### src/rtl/obf_key_pkg.sv
// Shared types and helpers for the c432 obfuscation key loader.
// Holds the loader state encoding, default key width and parity helper.
package obf_key_pkg;

  localparam int KEY_W_DEFAULT = 12;
  localparam int KEY_W_MAX     = 64;

  typedef enum logic [1:0] {
    IDLE,
    SHIFT,
    PAR,
    COMMIT
  } state_t;

  // Zero-extension does not change parity, so any key up to
  // KEY_W_MAX bits can be passed in widened.
  function automatic logic even_parity(
    input logic [KEY_W_MAX-1:0] v
  );
    return ^v;
  endfunction

endpackage

### src/rtl/obf_key_shreg.sv
// Indexed shadow register: synchronous clear, bit-index write.
// Ports: clk, rst_n, clr, we, idx, din -> q (shadow contents).
module obf_key_shreg
  import obf_key_pkg::*;
#(
  parameter int KEY_W = KEY_W_DEFAULT,
  parameter int CNT_W = 4
) (
  input  logic             clk,
  input  logic             rst_n,
  input  logic             clr,
  input  logic             we,
  input  logic [CNT_W-1:0] idx,
  input  logic             din,
  output logic [KEY_W-1:0] q
);

  always_ff @(posedge clk or negedge rst_n) begin
    if (!rst_n) begin
      q <= '0;
    end else if (clr) begin
      q <= '0;
    end else begin
      for (int i = 0; i < KEY_W; i++) begin
        if (we && idx == CNT_W'(i)) begin
          q[i] <= din;
        end
      end
    end
  end

endmodule

### src/rtl/obf_key_loader.sv
// Serial key loader for logic-locked c432: shifts key bits in LSB first,
// optionally checks even parity (OBF_KEY_PARITY_EN), then commits
// atomically to key_o. Ports: clk, rst_n, load_req, sdi, sdi_valid,
// sdi_ready, clear, key_o, key_ok, busy, err.
module obf_key_loader
  import obf_key_pkg::*;
#(
  parameter int KEY_W = KEY_W_DEFAULT,
  parameter int CNT_W = 4
) (
  input  logic             clk,
  input  logic             rst_n,
  input  logic             load_req,
  input  logic             sdi,
  input  logic             sdi_valid,
  output logic             sdi_ready,
  input  logic             clear,
  output logic [KEY_W-1:0] key_o,
  output logic             key_ok,
  output logic             busy,
  output logic             err
);

  localparam logic [CNT_W-1:0] LAST = CNT_W'(KEY_W - 1);

  state_t           state_q;
  state_t           state_d;
  logic [CNT_W-1:0] cnt_q;
  logic [CNT_W-1:0] cnt_d;
  logic [KEY_W-1:0] shadow;
  logic             sh_clr;
  logic             sh_we;
  logic             commit;

`ifdef OBF_KEY_PARITY_EN
  logic err_q;
  logic err_set;
  logic err_clr;
  logic par_ok;

  assign par_ok = (sdi == even_parity(KEY_W_MAX'(shadow)));
  assign err    = err_q;
`else
  assign err = 1'b0;
`endif

  assign sdi_ready = (state_q == SHIFT) || (state_q == PAR);
  assign busy      = (state_q != IDLE);

  obf_key_shreg #(
    .KEY_W (KEY_W),
    .CNT_W (CNT_W)
  ) u_shreg (
    .clk   (clk),
    .rst_n (rst_n),
    .clr   (sh_clr),
    .we    (sh_we),
    .idx   (cnt_q),
    .din   (sdi),
    .q     (shadow)
  );

  always_comb begin
    state_d = state_q;
    cnt_d   = cnt_q;
    sh_clr  = 1'b0;
    sh_we   = 1'b0;
    commit  = 1'b0;
`ifdef OBF_KEY_PARITY_EN
    err_set = 1'b0;
    err_clr = 1'b0;
`endif
    if (clear) begin
      state_d = IDLE;
      cnt_d   = '0;
      sh_clr  = 1'b1;
    end else begin
      unique case (state_q)
        IDLE: begin
          if (load_req) begin
            state_d = SHIFT;
            cnt_d   = '0;
            sh_clr  = 1'b1;
`ifdef OBF_KEY_PARITY_EN
            err_clr = 1'b1;
`endif
          end
        end
        SHIFT: begin
          if (sdi_valid) begin
            sh_we = 1'b1;
            if (cnt_q == LAST) begin
              cnt_d = '0;
`ifdef OBF_KEY_PARITY_EN
              state_d = PAR;
`else
              state_d = COMMIT;
`endif
            end else begin
              cnt_d = cnt_q + 1'b1;
            end
          end
        end
        PAR: begin
`ifdef OBF_KEY_PARITY_EN
          if (sdi_valid) begin
            if (par_ok) begin
              state_d = COMMIT;
            end else begin
              state_d = IDLE;
              sh_clr  = 1'b1;
              err_set = 1'b1;
            end
          end
`else
          state_d = IDLE;
`endif
        end
        COMMIT: begin
          commit  = 1'b1;
          state_d = IDLE;
        end
        default: state_d = IDLE;
      endcase
    end
  end

  always_ff @(posedge clk or negedge rst_n) begin
    if (!rst_n) begin
      state_q <= IDLE;
      cnt_q   <= '0;
    end else begin
      state_q <= state_d;
      cnt_q   <= cnt_d;
    end
  end

  // key_o comes straight from these flops; the old key keeps
  // driving the core until a full, checked key commits.
  always_ff @(posedge clk or negedge rst_n) begin
    if (!rst_n) begin
      key_o  <= '0;
      key_ok <= 1'b0;
    end else if (clear) begin
      key_o  <= '0;
      key_ok <= 1'b0;
    end else if (commit) begin
      key_o  <= shadow;
      key_ok <= 1'b1;
    end
  end

`ifdef OBF_KEY_PARITY_EN
  always_ff @(posedge clk or negedge rst_n) begin
    if (!rst_n) begin
      err_q <= 1'b0;
    end else if (err_clr) begin
      err_q <= 1'b0;
    end else if (err_set) begin
      err_q <= 1'b1;
    end
  end
`endif

endmodule
### config.mk
export PLATFORM = sky130hd
export DESIGN_NAME = obf_key_loader
export DESIGN_NICKNAME = d
export VERILOG_FILES = /design/src/rtl/obf_key_pkg.sv /design/src/rtl/obf_key_shreg.sv /design/src/rtl/obf_key_loader.sv
export SDC_FILE = /design/constraint.sdc
export NUM_CORES = 1
export LEC_CHECK = 0
export CAP_MARGIN = 25
export CORE_ASPECT_RATIO = 0.7
export CORE_UTILIZATION = 56
export DETAILED_ROUTE_END_ITERATION = 10
export DONT_BUFFER_PORTS = 1
export GPL_TIMING_DRIVEN = 0
export PLACE_DENSITY = 0.74
export SLEW_MARGIN = 20
export SYNTH_ARGS = -nofsm -noshare
export SYNTH_HDL_FRONTEND = slang
export SYNTH_SLANG_ARGS = --single-unit
### constraint.sdc
create_clock -name clk -period 1.6 [get_ports clk]
set_input_delay 0.16 -clock clk [delete_from_list [all_inputs] [get_ports clk]]
set_output_delay 0.16 -clock clk [all_outputs]
set_load 0.02 [all_outputs]
# ---- Word level (Yosys, flattened, before mapping)
# Cells that the tools add are included.
dict set report word_totals {
  reg_bits 31
  latch_bits 0
  ram_bits 0
  rom_bits 0
  input_bits 6
  out_inout_bits 16
  mem_count 0
}
dict set report classes {
  addsub 1
  multipliers 0
  div_mod_pow 0
  order_cmp 0
  eq_ne 17
  n_shift 0
  n_mux 35
  n_bitwise 0
  n_reduce_logical 33
}
# operator n
set op_table {}
lappend op_table {{$mux W12} 3}
lappend op_table {{$reduce_bool A2 Y1} 14}
lappend op_table {{$mux W1} 22}
lappend op_table {{$eq A4 B3 Y1 const B} 4}
lappend op_table {{$eq A4 B4 Y1 const B} 4}
lappend op_table {{$mux W4} 4}
lappend op_table {{$logic_and A1 B1 Y1} 12}
lappend op_table {{$eq A4 B2 Y1 const B} 2}
lappend op_table {{$mux W2} 4}
lappend op_table {{$pmux W4 S2} 1}
lappend op_table {{$ne A3 B3 Y1 const B} 2}
lappend op_table {{$pmux W2 S3} 1}
lappend op_table {{$reduce_and A3 Y1} 2}
lappend op_table {{$add A4 B1 Y4 const B} 1}
lappend op_table {{$eq A2 B2 Y1 const B} 2}
lappend op_table {{$eq A4 B1 Y1 const B} 1}
lappend op_table {{$logic_not A4 Y1} 1}
lappend op_table {{$ne A3 B2 Y1 const B} 1}
lappend op_table {{$reduce_bool A3 Y1} 1}
lappend op_table {{$eq A2 B1 Y1 const B} 1}
lappend op_table {{$logic_not A2 Y1} 1}
lappend op_table {{$reduce_or A2 Y1} 1}
lappend op_table {{$logic_or A1 B1 Y1} 1}

# ---- Logic depth before layout (Yosys ltp)
# Gate-level depths: netlist (run 1).
dict set report logic_depth {
  ltp_word 6
  ltp_mapped 6
  ltp_nobuf 5
}

# ---- By module
# From an unflattened synthesis (run 1), not the netlist that was laid out.
dict set report unflattened {
  cells_unflattened 153
  hier_area_um2 1622.8
}
# mod instances cells_per_inst area_per_inst_um2
set modules_own_cells {}
lappend modules_own_cells {obf_key_loader 1 95 1006.0}
lappend modules_own_cells {obf_key_shreg 1 58 616.8}

# ---- Worst setup path before layout (run 1)
# Ideal clock, no wire load.
dict set report synth_timing {
  path_type {register -> register}
  startpoint {register state_q[0]}
  endpoint {register cnt_q[1]}
  setup_ns 0.077
  arrival_ns 1.447
  required_time_ns 1.523
  slack_ns 0.075
  stages_incl_launch_ff 6
  path_buffers 0
  period_less_slack_ns 1.525
  path_cell_list {dfrtp_1 inv_1 ha_1 nor2b_4 or4_1 a21oi_1}
}
dict set report synth_between {
  elab_chain_cells 3
  elab_cells_between_ends 8
  cone_classes {eq/ne: 3; mux: 2; reduce/logical: 3}
}
# item line_no
set synth_lines {}
lappend synth_lines {{start: declaration} obf_key_loader.sv:26} ;# state_t state_q;
lappend synth_lines {{start signal: assignment} obf_key_loader.sv:133} ;# state_q <= state_d;
lappend synth_lines {{$eq A2 B1 Y1 / $logic_not A2 Y1 (equally long branches)} obf_key_loader.sv:78} ;# unique case (state_q)
lappend synth_lines {{$ne A3 B3 Y1 (no source line), or another cell as far along} --}
lappend synth_lines {{$reduce_and A3 Y1 (no source line) / $mux W4 (equally long branches)} --}
lappend synth_lines {{end signal: assignment} obf_key_loader.sv:134} ;# cnt_q <= cnt_d;
lappend synth_lines {{end: declaration} obf_key_loader.sv:28} ;# logic [CNT_W-1:0] cnt_q;
# Parallel ways exist; a longest one is shown, timed or not.
# A chain may end at the register's enable or synchronous reset.

# ---- Final worst setup path (run 1)
dict set report layout_timing {
  startpoint {register state_q[1]}
  endpoint {register state_q[0]}
}
dict set report layout_between {
  elab_chain_cells 4
  elab_cells_between_ends 11
  cone_classes {eq/ne: 6; mux: 2; reduce/logical: 3}
}
# item line_no
set layout_lines {}
lappend layout_lines {{$eq A2 B2 Y1} obf_key_loader.sv:78}
lappend layout_lines {{$reduce_or A2 Y1 (no source line)} --}
lappend layout_lines {{$pmux W2 S3} obf_key_loader.sv:78}
lappend layout_lines {{$mux W2} obf_key_loader.sv:73} ;# if (clear) begin
# Parallel ways exist; a longest one is shown, timed or not.

==> impl_results.md, run 1 <==
- Peak supply drop: 0.860 mV
- Reg2Reg Setup Slack: 0.007 ns
- Hold Crit Class: in -> reg
- Final ANT Viol Nets: 0
- Die Height: ~47 um
- Dpl cell area: approximately 0.0016 sq mm
- CP Class: reg -> reg
- Clock Sink Count: 31
- Tot Pwr: 2.38 mW
- Final setup fails: 0
- Clk network pwr share: 0.320
- Rows: 15
- CP Max Fanout: 5
- Htree depth: 2
- Mapped Area: between 0.0015 and 0.002 sq mm
- Gr ovfl total: 0
- Peak Freq: 628 MHz
- Final hold slack: a little under 0.08 ns
- Seq/Total Area, Yosys: 0.486
- Synth cell types: 29
- Area of the die: 0.00307 sq mm
- Tmin final: around 1.6 ns
- WP data arrival: approximately 1.8 ns
- Cells after Synth: approximately 150
- PwrDens: around 1300 mW/mm^2
- Status: completed
- Initial Util: 0.621
- Cell Int Power: between 1.5 and 2 mW
- Yosys warns: 0
- Clock Tree Buf Depth: 2
- Final Hold Vio Count: 0
- First-pass GRT wire length: 4.98 mm
- Root buf cell: clkbuf_8
- Antenna cell count: 0
- Psw: about 0.75 mW
- Max Cap Violations: 0
- Cell type with the largest total area after synthesis: dfrtp_1
- DRC Markers: 0
- CTS tree: built
- Core area: ~0.0026 sq mm
- Yosys top cell area share: 0.486
- Leading post-synthesis cells by cell area: dfrtp_1 49%, mux2i_1 15%, ha_1 7.0%, nand2_1 6.3%, nor2_1 3.8%
- Worst Skew: 0.00455 ns
- RSZ-0062 raised after global routing: true
- Endpoint type of the worst setup path: flip-flop
- Critical path required time: 1.78 ns
- Synth Area per Inst: ~11 sq um
- Final Non-Filler Cells: between 150 and 200
- Vias per inst: 5.63
- RD Place Congestion: 0.844
- Pin count of the biggest net entering global routing: 32
- Seq pwr share: 0.368
- Net Sw Frac: 0.313
- Post-synthesis register bit count: 31
- Top Ports: 22
- Die X: ~66 um
- Static Leakage: around 0.9 nW
- Fin. max-slew vios: 0
- Area Growth Syn to Fin: 16.2%
- Total track usage: 0.233
- Buffers on Ports: 0
- Nets: ~180
- Total Wirelength: approximately 3 mm
- Iter 0 DRT Violations: 66
- Tcrit/Tclk final: 0.996
- DP Cell Count: around 190
- Wire per inst: 15.4 um
- Number of global-route vias before repair: about 1,100
- Fraction of layout instances using a drive strength above 1: 0.189
- Routed via count: 1,114
- Clk_lat worst skew: between 0.2 and 0.3 ns
- Fin util: 0.722
- Initial antenna violation count: 0
- Pre-Repair DR Iteration Count: 4
- HPWL after DPL: between 2 and 2.5 mm
- CTS clk-pin slew, worst paths: around 0.060 ns
- CP Launch Type: flip-flop
- Cts bufs inserted: 5
- Final Instance Area: approximately 0.0019 sq mm
- Post-Syn Nets: roughly 170
- Combinational power share: 0.311
-- worst paths after layout --
check / startpoint / end / depth (start not counted)
worst max-delay path: state_q[1]$_DFFE_PN0P_ / state_q[0]$_DFFE_PN0P_ / 5
worst min-delay path: clear / u_shreg.q[4]$_DFFE_PN0P_ / 3
worst max register to register: state_q[1]$_DFFE_PN0P_ / state_q[0]$_DFFE_PN0P_ / 5
worst min register to register: u_shreg.q[5]$_DFFE_PN0P_ / key_o[5]$_DFFE_PN0P_ / 2
max in group asynchronous: rst_n / state_q[0]$_DFFE_PN0P_ / 2
min in group asynchronous: rst_n / cnt_q[1]$_DFFE_PN0P_ / 2
-- repair_timing --
item / in CTS / in global routing
hold buffers: 2 / 0
endpoints found under the hold margin: 31 / 0
pin swaps: 0 / 2
gates resized for setup: 6 / 9
setup buffers: 0 / 3
gates cloned: 0 / 0
endpoints found under the setup margin: 13 / 15
-- layer usage --
layer | track usage | wire length (um) | share of wire
met2 | 0.349 | 1360 | 0.45
met1 | 0.310 | 1480 | 0.48
met5 | 0 | 0 | 0
met4 | 0.0913 | 37 | 0.012
met3 | 0.0842 | 181 | 0.059
-- logic make-up after synthesis --
kind of cell	synth area share
other cells	0.00235
compound gates	0.0611
mux	0.150
flops	0.486
simple gates	0.193
buf+inv	0.0376
fa+ha+maj	0.0705
-- power groups by stage --
stage / registers [mW] / clock network, mW / logic (mW)
3_5_place_dp: 0.878 / 0 / 0.576
5_1_grt: 0.883 / 0.821 / 0.814
2_1_floorplan: 0.870 / 0 / 0.470
4_1_cts: 0.867 / 0.780 / 0.623
6_report: 0.878 / 0.763 / 0.742
3_3_place_gp: 0.877 / 0 / 0.544
-- critical path, cell delays in order, from the launching register on --
cell and delay [ns]:
dfrtp_1 0.36, inv_2 0.09, ha_2 0.20, and2b_2 0.22
a211o_1 0.35, a221oi_2 0.28
-- registers in the layout, summed over array words and instances, names as in the netlist --
signal and cells:
u_shreg.q 12, cnt_q 4, key_o 12, key_ok 1
state_q 2
-- cell usage after synthesis --
master	n
nand3_1	2
nor2b_1	2
and4b_1	4
a21oi_1	2
a211oi_1	1
nor2_1	16
buf_1	1
or3b_1	1
conb_1	1
o31ai_1	2
inv_1	7
or3_1	1
o211ai_1	2
buf_2	3
nand2_1	27
nor2b_4	2
a221oi_2	1
clkbuf_1	2
o311ai_0	3
dfrtp_1	31
buf_4	1
and2b_1	1
nand4_1	1
or4_1	1
nand3b_1	2
nor3_1	1
ha_1	9
a211o_1	1
mux2i_1	24
-- cell usage in the layout (no fill, tap or decap), types with 2 or more instances in the layout --
cell type | synthesis | final
dfrtp_1 | 31 | 30
nand2_1 | 27 | 27
mux2i_1 | 24 | 24
nor2_1 | 16 | 16
ha_1 | 9 | 6
clkbuf_8 | 0 | 6
inv_1 | 7 | 5
buf_4 | 1 | 5
and4b_1 | 4 | 4
o311ai_0 | 3 | 3
inv_2 | 0 | 2
a21oi_2 | 0 | 2
buf_2 | 3 | 2
nor2b_1 | 2 | 2
nand3b_1 | 2 | 2
nor2b_4 | 2 | 2
nand3_1 | 2 | 2
o211ai_1 | 2 | 2
o31ai_1 | 2 | 2
ha_4 | 0 | 2
-- through the flow --
step | worst slack (ns) | setup TNS [ns]
floorplan | 0.0754 | 0
global placement | -0.0759 | -0.606
detailed placement | -0.133 | -1.14
CTS | 0.00960 | 0
global route | -0.0549 | -0.0799
finish | 0.00690 | 0
-- final cells by class --
type / count / area, sq um
fill: 184 / 714
buffer: 6 / 33.8
sequential: 31 / 777
multi-input combinational: 107 / 807
clock buffer: 6 / 82.6
timing repair buffer: 5 / 52.6
inverter: 7 / 26.3
clock inverter: 2 / 35.0
tap: 34 / 42.5
No activity file was read; power rests on OpenSTA's default activity.
==> run 2, diff against run 1 <==
--- a/config.mk
+++ b/config.mk
@@ -11,8 +11,7 @@
 export DETAILED_ROUTE_END_ITERATION = 10
 export DONT_BUFFER_PORTS = 1
 export GPL_TIMING_DRIVEN = 0
-export PLACE_DENSITY = 0.74
-export SLEW_MARGIN = 20
+export PLACE_DENSITY = 0.7
 export SYNTH_ARGS = -nofsm -noshare
 export SYNTH_HDL_FRONTEND = slang
 export SYNTH_SLANG_ARGS = --single-unit
==> run 2 against run 1 <==
Cell area is 0.61% lower. Flip-flop and latch count is the same. Clock-buffer cell count unchanged. Critical path depth unchanged. Power shrank 5.3%. Wire length decreased by 5.5%. Cell count unchanged. Hold slack lost 0.013 ns. Global-route usage shrank 1.4 points. Setup slack gained 0.027 ns. Critical path type unchanged. Highest routed layer unchanged.
==> impl_results.md, run 2 (synthesis results as in run 1) <==
- Status: completed
- Iter 0 DRT Violations: 60 (-9.1%)
- Fraction of layout instances using a drive strength above 1: 0.189 (unchanged)
- Root buf cell: clkbuf_8
- Tot Pwr: 2.26 mW (-5.3%)
- RSZ-0062 raised after global routing: true
- Max stage delay on crit path: 0.40 ns (+0.04 ns)
- Met2 Use GR: 0.322 (-0.0265)
- RD Place Congestion: 0.862 (+2.2%)
- Largest regs: key_o (12), u_shreg.q (12), cnt_q (4)
- Gr ovfl total: 0 (unchanged)
- Tcrit/Tclk final: 0.979 (-0.0169)
- Initial Util: 0.621 (unchanged)
- Met3 GRT Util: 0.0767 (-0.00743)
- Htree depth: 2 (unchanged)
- Antenna cell count: 0 (unchanged)
- Fin. max-slew vios: 0 (unchanged)
- Worst Skew: 0.0107 ns (+0.00615 ns)
- Routed via count: 1,081 (-3.0%)
- Peak supply drop: 0.909 mV (+5.7%)
- Critical path required time: 1.78 ns (about the same)
- Die Height: 46.7 um (unchanged)
- Max Cap Violations: 0 (unchanged)
- Final setup fails: 0 (unchanged)
- Cts bufs inserted: 5 (unchanged)
- Core area: 0.00257 sq mm (unchanged)
- Nets: 179 (+0.56%)
- First-pass GRT wire length: 4.72 mm (-5.3%)
- CP Class: reg -> reg
- Final Hold Vio Count: 0 (unchanged)
- Worst r2r src: state_q[1]$_DFFE_PN0P_
- Rows: 15 (unchanged)
- Clock Tree Buf Depth: 2 (unchanged)
- Pin count of the biggest net entering global routing: 32 (unchanged)
- Area of the die: 0.00307 sq mm (unchanged)
- Vias per inst: 5.46 (-3.0%)
- Total track usage: 0.219 (-0.0142)
- CP Launch Type: flip-flop
- Die X: 65.8 um (unchanged)
- Area Growth Syn to Fin: 15.5%
- Grt peak-use layer: met2
- Total Wirelength: 2.89 mm (-5.5%)
- Wire per inst: 14.6 um (-5.5%)
- Hold Crit Class: in -> reg
- CP max-delay cell: dfrtp_1
- WP data arrival: 1.74 ns (-0.03 ns)
- Worst path bufs/invs: 1 (unchanged)
- Kind of cell adding the most delay to the critical path: compound AO/OA/AOI/OAI gates
- Min-Delay Startpoint: sdi
- CP Max Fanout: 5 (unchanged)
- Clock Sink Count: 31 (unchanged)
- Peak Freq: 639 MHz (+1.7%)
- Worst setup path startpoint: state_q[1]$_DFFE_PN0P_
- Reg2Reg Setup Slack: 0.03 ns (+0.03 ns)
- DRC Markers: 0 (unchanged)
- Endpoint type of the worst setup path: flip-flop
- CTS clk-pin slew, worst paths: 0.07 ns (about the same)
- Clk_lat worst skew: 0.28 ns (about the same)
- Static Leakage: 0.885 nW (-1.7%)
- Worst-path cell chain: inv_4 > ha_4 > and2b_2 > a211o_1 > a221oi_2
- Top Ports: 22 (unchanged)
- Most common cell after layout, fill and taps aside: dfrtp_1
- Tmin final: 1.57 ns (-0.0270 ns)
- Buffers on Ports: 0 (unchanged)
- PwrDens: 1220 mW/mm^2 (-4.8%)
- Initial antenna violation count: 0 (unchanged)
- Pre-Repair DR Iteration Count: 4 (unchanged)
- HPWL after DPL: 2.03 mm (-2.3%)
- Setup TNS Final: 0 ns (unchanged)
- Number of global-route vias before repair: 1,043 (-4.2%)
- Final ANT Viol Nets: 0 (unchanged)
- Commonest non-fill, non-tap cells in the layout: 29 x dfrtp_1, 27 x nand2_1, 24 x mux2i_1
- Grt met1 use: 0.298 (-0.0128)
- CTS tree: built
[run 2: timing repair]
item	in CTS	in global routing
endpoints found under the setup margin	11	25
hold buffers	2	0
endpoints found under the hold margin	31	0
setup buffers	0	3
cloned	0	0
pin swaps	0	4
resized for setup	4	16
[run 2: worst paths after layout]
path / cells past startpoint / end
worst min register to register: 2 / u_shreg.q[5]$_DFFE_PN0P_
worst max register to register: 5 / state_q[0]$_DFFE_PN0P_
min in group asynchronous: 2 / cnt_q[0]$_DFFE_PN0P_
worst min-delay path: 2 / u_shreg.q[4]$_DFFE_PN0P_
worst max-delay path: 5 / state_q[0]$_DFFE_PN0P_
max in group asynchronous: 2 / state_q[0]$_DFFE_PN0P_
[run 2: worst register-to-register path: stages (launching register included)]
cell	delay, ns
dfrtp_1	0.40
inv_4	0.08
ha_4	0.17
and2b_2	0.22
a211o_1	0.35
a221oi_2	0.25
[run 2: power by group]
group	total [mW]	internal (mW)	switching, mW
Sequential	0.888	0.825	0.0630
Clock	0.599	0.337	0.262
Combinational	0.770	0.336	0.433
Total	2.26	1.50	0.759
[run 2: metal layers]
metal | wire length, um | part of all wire | vias up
met5 | 0 | 0 | -
met4 | 23 | 0.0080 | 0
met3 | 124 | 0.043 | 4
met2 | 1230 | 0.43 | 22
met1 | 1510 | 0.52 | 511
li1 | - | - | 544
[run 2: metrics by stage]
step | util | instances | hold WS (ns) | cell area [sq um] | setup slack, ns
after detailed placement | 0.638 | 186 | -0.135 | 1640 | -0.0999
final | 0.718 | 198 | 0.0654 | 1850 | 0.0339
after CTS | 0.687 | 195 | 0.0555 | 1770 | 0.00629
after global placement | 0.638 | 186 | -0.135 | 1640 | -0.100
after global routing | 0.718 | 198 | 0.0797 | 1850 | -0.0319
after floorplan | - | 152 | -0.136 | 1600 | 0.0754
[run 2: area by class of cell]
cell class                 count  area (sq um)
inverter                       7          28.8
multi-input combinational    107           818
sequential                    31           778
clock buffer                   6          82.6
timing repair buffer           5          52.6
clock inverter                 1          5.00
fill                         174           726
tap                           34          42.5
buffer                         7          37.5
==> run 3, diff against run 2 <==
--- a/config.mk
+++ b/config.mk
@@ -11,6 +11,7 @@
 export DETAILED_ROUTE_END_ITERATION = 10
 export DONT_BUFFER_PORTS = 1
 export GPL_TIMING_DRIVEN = 0
+export MAX_ROUTING_LAYER = met4
 export PLACE_DENSITY = 0.7
 export SYNTH_ARGS = -nofsm -noshare
 export SYNTH_HDL_FRONTEND = slang
==> run 3 against run 2 <==
Sequential power hardly changed. Via count down 0.37%. Sequential share of layout area unchanged. Register-to-register slack is essentially flat. Cell count unchanged. Combinational power barely moved. Flip-flop and latch count unchanged. Clock-buffer cell count did not move. Non-clock buffer count is the same. Critical endpoint unchanged.
==> impl_results.md, run 3 (synthesis results as in run 1) <==
- Tot Pwr: 2.26 mW (about the same)
- CP Max Fanout: 5 (unchanged)
- Final setup fails: 0 (unchanged)
- Final Hold Vio Count: 0 (unchanged)
- Reg2Reg Setup Slack: 0.03 ns (about the same)
- Nets: 179 (unchanged)
- Critical path required time: 1.78 ns (about the same)
- RD Place Congestion: 0.876 (+1.6%)
- Iter 0 DRT Violations: 55 (-8.3%)
- Worst path bufs/invs: 1 (unchanged)
- Area of the die: 0.00307 sq mm (unchanged)
- DRC Markers: 0 (unchanged)
- Peak supply drop: 0.909 mV (about the same)
- Gr ovfl total: 0 (unchanged)
- RSZ-0062 raised after global routing: true
- Root buf cell: clkbuf_8
- Vias per inst: 5.44 (-0.37%)
- Clock Sink Count: 31 (unchanged)
- Die X: 65.8 um (unchanged)
- Htree depth: 2 (unchanged)
- Status: completed
- Hold Crit Class: in -> reg
- Initial antenna violation count: 0 (unchanged)
- Worst-path cell chain: inv_4 > ha_4 > and2b_2 > a211o_1 > a221oi_2
- Area Growth Syn to Fin: 15.5% (unchanged)
- Worst Skew: 0.0110 ns (+0.000340 ns)
- Fin. max-slew vios: 0 (unchanged)
- Initial Util: 0.621 (unchanged)
- CP Class: reg -> reg
- CP endpoint: state_q[0]$_DFFE_PN0P_
- Number of global-route vias before repair: 1,045 (+0.19%)
- Kind of cell adding the most delay to the critical path: compound AO/OA/AOI/OAI gates
- Top Ports: 22 (unchanged)
- HPWL after DPL: 2.03 mm (unchanged)
- Antenna cell count: 0 (unchanged)
- Worst setup margin: 0.0339 ns (unchanged)
- Core area: 0.00257 sq mm (unchanged)
- Cts bufs inserted: 5 (unchanged)
- Buffers on Ports: 0 (unchanged)
- Static Leakage: 0.885 nW (unchanged)
- Peak Freq: 639 MHz (unchanged)
- Max Cap Violations: 0 (unchanged)
- CTS clk-pin slew, worst paths: 0.07 ns (about the same)
- Reg2reg path depth: 5 (unchanged)
- Max stage delay on crit path: 0.40 ns (about the same)
- Worst r2r src: state_q[1]$_DFFE_PN0P_
- Worst R2R End: state_q[0]$_DFFE_PN0P_
- CP max-delay cell: dfrtp_1
- Tmin final: 1.57 ns (unchanged)
- Die Height: 46.7 um (unchanged)
- Endpoint type of the worst setup path: flip-flop
- PwrDens: 1220 mW/mm^2 (about the same)
- Pin count of the biggest net entering global routing: 32 (unchanged)
- Final ANT Viol Nets: 0 (unchanged)
- Worst setup path startpoint: state_q[1]$_DFFE_PN0P_
- Fraction of layout instances using a drive strength above 1: 0.189 (unchanged)
- First-pass GRT wire length: 4.72 mm (unchanged)
- Total track usage: 0.224 (+0.00524)
- Largest regs: key_o (12), u_shreg.q (12), cnt_q (4)
- Clk_lat worst skew: 0.28 ns (about the same)
- CP Launch Type: flip-flop
- Most common cell after layout, fill and taps aside: dfrtp_1
- Rows: 15 (unchanged)
- Clock Tree Buf Depth: 2 (unchanged)
- Pre-Repair DR Iteration Count: 4 (unchanged)
- CTS tree: built
- Critical Path Stages: 5 (unchanged)
- Commonest non-fill, non-tap cells in the layout: 29 x dfrtp_1, 27 x nand2_1, 24 x mux2i_1
- WP data arrival: 1.74 ns (about the same)
- Tcrit/Tclk final: 0.979 (unchanged)
- Wire per inst: 14.5 um (-0.38%)
- Total Wirelength: 2.88 mm (-0.38%)
- Worst Setup Slack post-DPL: -0.0999 ns (unchanged)
- Routed via count: 1,077 (-0.37%)
[run 3: worst reg2reg max path, cell delays in order, from the launching register on]
cell,delay [ns]
dfrtp_1,0.40
inv_4,0.08
ha_4,0.17
and2b_2,0.22
a211o_1,0.35
a221oi_2,0.25
[run 3: metrics by stage]
| stage | utilization | hold WS [ns] | instances | cell area (sq um) | setup TNS [ns] |
|---|---|---|---|---|---|
| final | 0.718 | 0.0655 | 198 | 1850 | 0 |
| after CTS | 0.687 | 0.0555 | 195 | 1770 | 0 |
| after global routing | 0.718 | 0.0824 | 198 | 1850 | -0.0361 |
| after floorplan | - | -0.136 | 152 | 1600 | 0 |
| after detailed placement | 0.638 | -0.135 | 186 | 1640 | -0.858 |
| after global placement | 0.638 | -0.135 | 186 | 1640 | -0.846 |
[run 3: worst min-delay path by stage]
stage / slack, ns / cells after the start / from / end
after CTS: 0.06 / 2 / sdi / u_shreg.q[4]$_DFFE_PN0P_
final: 0.07 / 2 / sdi / u_shreg.q[4]$_DFFE_PN0P_
after floorplan: -0.14 / 0 / rst_n / cnt_q[0]$_DFFE_PN0P_
after detailed placement: -0.13 / 0 / rst_n / cnt_q[0]$_DFFE_PN0P_
after global routing: 0.08 / 2 / sdi / u_shreg.q[4]$_DFFE_PN0P_
after global placement: -0.13 / 0 / rst_n / cnt_q[0]$_DFFE_PN0P_
[run 3: what timing repair did]
item                                   4_1_cts  5_1_grt
buffers inserted                             0        3
endpoints found under the hold margin       31        0
hold buffers                                 2        0
gates resized for setup                      4       16
pin swaps                                    0        4
cloned                                       0        0
setup endpoints to repair                   11       25
[run 3: layer usage]
| layer | wire, um | track usage |
|---|---|---|
| met2 | 1230 | 0.322 |
| met3 | 132 | 0.0693 |
| met1 | 1500 | 0.298 |
| met4 | 15 | 0.0826 |
| met5 | 0 | - |
[run 3: power breakdown]
| part | internal (mW) | switching [mW] |
|---|---|---|
| combinational | 0.336 | 0.433 |
| sequential | 0.825 | 0.0626 |
| clock | 0.337 | 0.261 |
[run 3: final cells by class]
cell class	instances	area (sq um)
Tap cell	34	42.5
Clock buffer	6	82.6
Multi-Input combinational cell	107	818
Fill cell	174	726
Buffer	7	37.5
Clock inverter	1	5.00
Timing Repair Buffer	5	52.6
Inverter	7	28.8
Sequential cell	31	778
